<file path="config.mk">
export PLATFORM = sky130hd
export DESIGN_NAME = bank_writer
export DESIGN_NICKNAME = d
export VERILOG_FILES = /design/src/rtl/line_buf_pkg.sv /design/src/rtl/bank_writer.sv
export SDC_FILE = /design/constraint.sdc
export NUM_CORES = 1
export LEC_CHECK = 0
export CAP_MARGIN = 20
export CORE_MARGIN = 1.5
export CORE_UTILIZATION = 44
export DETAILED_ROUTE_END_ITERATION = 8
export MAX_ROUTING_LAYER = met4
export PLACE_DENSITY = 0.92
export SLEW_MARGIN = 20
export SYNTH_ARGS = -nofsm -noshare
export SYNTH_HDL_FRONTEND = slang
export SYNTH_SLANG_ARGS = --single-unit
</file>
<file path="constraint.sdc">
create_clock -name clk -period 2.9 [get_ports clk]
set_clock_uncertainty 0.15 [all_clocks]
set_input_delay 0.29 -clock clk [delete_from_list [all_inputs] [get_ports clk]]
set_output_delay 0.29 -clock clk [all_outputs]
set_load 0.02 [all_outputs]
</file>
<file path="src/rtl/line_buf_pkg.sv">
// Shared types for the POY-bank line buffer: bank index, writer FSM states
// and the round-robin bank pointer increment.
package line_buf_pkg;

  localparam int BANK_W = 2;

  typedef logic [BANK_W-1:0] bank_idx_t;

  typedef enum logic {
    FILL  = 1'b0,
    STALL = 1'b1
  } wr_state_t;

  // Wraps to bank 0 after the last populated bank.
  function automatic bank_idx_t next_bank(input bank_idx_t idx, input int unsigned poy);
    return (idx == bank_idx_t'(poy - 1)) ? '0 : bank_idx_t'(idx + 1'b1);
  endfunction

endpackage

</file>
<file path="src/rtl/bank_writer.sv">
// Write-side router for the POY-bank line buffer: steers accepted rows into
// banks round-robin and presents the oldest full bank to the read side.
module bank_writer
  import line_buf_pkg::*;
#(
  parameter int DW    = 1,
  parameter int POY   = 3,
  parameter int BUFW  = 32,
  parameter int DEPTH = 4,
  localparam int AW   = $clog2(DEPTH)
) (
  input  logic          clk,
  input  logic          rst,
  input  logic          clear,
  input  logic [DW-1:0] idata [BUFW],
  input  logic          ivalid,
  output logic          iready,
  output logic [POY-1:0] wen,
  output logic [AW-1:0] waddr,
  output logic [DW-1:0] wdata [BUFW],
  output logic [POY-1:0] bank_full,
  output logic [1:0]    rd_bank,
  output logic          rd_valid,
  input  logic          rd_release,
  output logic          o_dbg_state
);

  // Row stream: a row transfers on a cycle where ivalid && iready; iready
  // depends only on the FSM state, and the producer holds the row while low.

  wr_state_t       r_state;
  wr_state_t       w_next_state;
  bank_idx_t       r_wr_bank;
  bank_idx_t       r_rd_bank;
  logic [AW-1:0]   r_wr_row;
  logic [POY-1:0]  r_bank_full;
  logic [POY-1:0]  r_wen;
  logic [AW-1:0]   r_waddr;
  logic [DW-1:0]   r_wdata [BUFW];

  logic            w_accept;
  logic            w_release;
  logic            w_last_row;
  bank_idx_t       w_new_wr_bank;
  logic [POY-1:0]  w_set;
  logic [POY-1:0]  w_clr;
  logic [POY-1:0]  w_full_after;
  logic [POY-1:0]  w_wen_nxt;

  always_comb begin
    w_accept      = (r_state == FILL) && ivalid;
    w_release     = rd_release && r_bank_full[r_rd_bank];
    w_last_row    = (r_wr_row == AW'(DEPTH - 1));
    w_new_wr_bank = next_bank(r_wr_bank, POY);
    // A bank becomes full once its last row has actually been written.
    w_set         = (r_waddr == AW'(DEPTH - 1)) ? r_wen : '0;
    w_clr         = '0;
    if (w_release) w_clr[r_rd_bank] = 1'b1;
    w_full_after  = (r_bank_full | w_set) & ~w_clr;
    w_wen_nxt     = '0;
    if (w_accept) w_wen_nxt[r_wr_bank] = 1'b1;
  end

  always_ff @(posedge clk) begin
    if (rst || clear) r_state <= FILL;
    else              r_state <= w_next_state;
  end

  always_comb begin
    w_next_state = r_state;
    case (r_state)
      FILL:    if (w_accept && w_last_row && w_full_after[w_new_wr_bank]) w_next_state = STALL;
      STALL:   if (!r_bank_full[r_wr_bank]) w_next_state = FILL;
      default: w_next_state = FILL;
    endcase
  end

  always_comb begin
    iready      = (r_state == FILL);
    o_dbg_state = logic'(r_state);
  end

  always_ff @(posedge clk) begin
    if (rst || clear) begin
      r_wr_bank   <= '0;
      r_rd_bank   <= '0;
      r_wr_row    <= '0;
      r_bank_full <= '0;
      r_wen       <= '0;
      r_waddr     <= '0;
      for (int i = 0; i < BUFW; i++) r_wdata[i] <= '0;
    end else begin
      r_wen       <= w_wen_nxt;
      r_bank_full <= (r_bank_full & ~w_clr) | w_set;
      if (w_release) r_rd_bank <= next_bank(r_rd_bank, POY);
      if (w_accept) begin
        r_waddr <= r_wr_row;
        r_wdata <= idata;
        if (w_last_row) begin
          r_wr_row  <= '0;
          r_wr_bank <= w_new_wr_bank;
        end else begin
          r_wr_row  <= r_wr_row + 1'b1;
        end
      end
    end
  end

  assign wen       = r_wen;
  assign waddr     = r_waddr;
  assign wdata     = r_wdata;
  assign bank_full = r_bank_full;
  assign rd_bank   = r_rd_bank;
  assign rd_valid  = r_bank_full[r_rd_bank];

endmodule

</file>
==> impl_metrics.json <==
{
  "holdBufCountCts": 0,
  "totalWireLength_um": 4330,
  "netlist_top_cells_count": "nand2_1, dfxtp_1, a21oi_1",
  "vias_per_cell": 5.10,
  "syn_inst": 224,
  "start_util": 0.454,
  "fin_crit_ns": 2.23,
  "antenna_found_initial": 0,
  "critPathMaxStageDelay_ns": 0.62,
  "cp_slowest_cell": "clkdlybuf4s50_1",
  "h-tree-depth": 2,
  "ys_top_cells_by_area": "dfxtp_1, nand2_1, a21oi_1, buf_2, nor2_1",
  "port-buffer-count": 81,
  "synth.ff_latch_count": 47,
  "die_w_um": 66.8,
  "ys_warn_count": 0,
  "cts.sinks": 47,
  "r2r-start": "bank_full[1]",
  "grt_usage": 0.212,
  "drive_gt1_frac": 0.0400,
  "grt_setup_unrepaired": "no",
  "die_y_um": 66.8,
  "drv_cap": 0,
  "syn-mean-instance-area_um2": 8.00,
  "grt_max_degree": 44,
  "synth_top_area_share": 0.525,
  "min_from": "wdata[8]",
  "synth_compound_area_frac": 0.174,
  "post-cts-setup-buffer-count": 0,
  "layout.nets": 339,
  "yosysSeqAreaShare": 0.525,
  "synth.most_common_cell": "nand2_1",
  "postRouteAntennaNets": 0,
  "r2r_end": "o_dbg_state",
  "worst_slew_pin_slew_ns": 0.806,
  "report.final.slew_viol_count": 0,
  "grtUsageMet1": 0.247,
  "hp-class": "register to register",
  "ctsRootBufferMaster": "clkbuf_8",
  "dp.final_hpwl_um": 3040,
  "drc": 0,
  "async_flop_share": 0,
  "gr-usage-met3": 0.0591,
  "cts_buffer_depth": 2,
  "grtUsageMet2": 0.353,
  "top_usage_layer": "met2",
  "crit_chain": "nand2_1 -> o21a_1 -> o21ai_0 -> clkdlybuf4s50_1",
  "whs_endpoint": "wdata[8]",
  "ios": 82,
  "overflow": 0,
  "route.vias.total": 1786,
  "reg2reg_slack_ns": 1.24,
  "path_max_fanout": 10,
  "synth_edf_count": 0,
  "ys.flop_type": "dfxtp_1",
  "total_power_uw": 1170,
  "gp_routability_congestion": 0.910,
  "ys_types": 30,
  "arrival_ns": 1.79,
  "clock_latency_ns": 0.29,
  "relSlewSlack": 0.463,
  "tns_ns": 0,
  "cts_resized": 0,
  "ir_worst_vdd_mv": 0.326,
  "fp-row-count": 23,
  "synth_top_family_by_area": "simple AND/OR/NAND/NOR gates",
  "core-area_um2": 3940,
  "synth_area_um2": 1790,
  "cts_tree": "yes",
  "syn_nets": 262,
  "fmax_mhz": 448,
  "timing.hold.ws_ns": 0.306,
  "outcome": "finished clean",
  "finalSetupViolations": 0,
  "syn_to_final_growth_pct": 50.8,
  "routedWlPerCell_um": 12.4,
  "hold_depth": 2,
  "rr_worst_depth": 4,
  "synth_mux_area_frac": 0.00559,
  "min_period_over_period": 0.769,
  "yosysTopAreaCell": "dfxtp_1",
  "numCtsBuffers": 5,
  "p_per_area_nw_per_um2": 433,
  "end_kind": "output port",
  "dr.pass1.iters": 5,
  "crit_type": "register to output port",
  "synth-simple-area-share": 0.244,
  "synth_fa_ha_area_frac": 0.00698,
  "p_leak_uw": 0.000961,
  "antennaDiodeCount": 0,
  "fin_util": 0.685,
  "grt_first_pass_wirelength_um": 6950,
  "drt_iter0_drc": 112,
  "die_area_um2": 4460,
  "cp.required_ns": 2.46,
  "final_hold_viol_count": 0,
  "clk_pin_slew_worst_paths_ns": 0.08,
  "synth_xor_area_frac": 0,
  "cp-start-kind": "register",
  "grt_pass1_vias": 1564
}
[worst max-delay path by stage]
stage / start / end / slack [ns] / depth (start not counted)
after floorplan: rd_bank[1] / rd_valid / 1.18 / 4
after global placement: rd_release / o_dbg_state / 0.99 / 5
after detailed placement: rd_release / o_dbg_state / 0.92 / 5
after CTS: rd_bank[1] / rd_valid / 0.66 / 4
after global routing: rd_bank[1] / rd_valid / 0.54 / 4
final: rd_bank[1] / rd_valid / 0.67 / 4
[registers in the layout (all words and copies together) (netlist names)]
register	cells
wdata	32
o_dbg_state	1
r_wr_row	2
r_wr_bank	2
bank_full	3
rd_bank	2
waddr	2
wen	3
[kinds of logic after synthesis]
| family | after synthesis |
|---|---|
| and+or+nand+nor | 102 |
| buffers and inverters | 18 |
| muxes | 1 |
| AOI/OAI and AO/OA | 55 |
| DFF | 47 |
| adders and majority gates | 1 |
[layout by cell type (no fill, tap or decap)]
cell type / instances
or2_2: 1
a311oi_1: 3
o21ai_0: 2
or3_1: 1
a2111oi_1: 1
mux2i_1: 1
nand3b_4: 1
a31oi_1: 1
buf_4: 4
nor3b_1: 1
clkdlybuf4s50_1: 81
a32o_1: 1
inv_1: 3
nor2b_2: 1
nor2b_1: 2
nand3_1: 4
nand3b_1: 1
a32oi_1: 2
o22ai_1: 1
a21o_1: 1
nor2_1: 7
nor3_1: 2
nand2b_1: 2
clkbuf_1: 1
nand2_1: 78
and4b_1: 1
a21oi_1: 42
o21a_1: 1
dfxtp_1: 47
ha_1: 1
clkbuf_8: 5
[routing by layer]
| layer | routed length, µm | share of wire |
|---|---|---|
| met1 | 1820 | 0.42 |
| met2 | 2180 | 0.50 |
| met3 | 252 | 0.058 |
| met4 | 67 | 0.015 |
| met5 | 0 | 0 |
[per-stage QoR]
step / instance area (µm²) / instances / worst slack [ns]
after floorplan: 1790 / 224 / 1.18
after global placement: 2630 / 344 / 0.985
after detailed placement: 2630 / 344 / 0.920
after CTS: 2700 / 350 / 0.664
after global routing: 2700 / 350 / 0.539
final: 2700 / 350 / 0.670
[critical path: cells and delay by family, from the launching register on]
family	cells	cell delay (ns)
AND/OR/NAND/NOR	1	0.12
buffers and inverters	1	0.62
flip-flops	1	0.50
AO/OA/AOI/OAI	2	0.25
[layout make-up]
cell class	instances	area [µm²]
multi-input combinational	159	774
tap	50	62.6
timing repair buffer	85	841
inverter	3	11.3
sequential	47	941
clock buffer	6	72.6
fill	322	1240
[power breakdown]
part           internal (µW)  total, µW  switching [µW]
combinational           82.2        152            69.4
sequential               660        669            8.17
clock                    161        351             190
No activity file was read; power rests on OpenSTA's default activity.
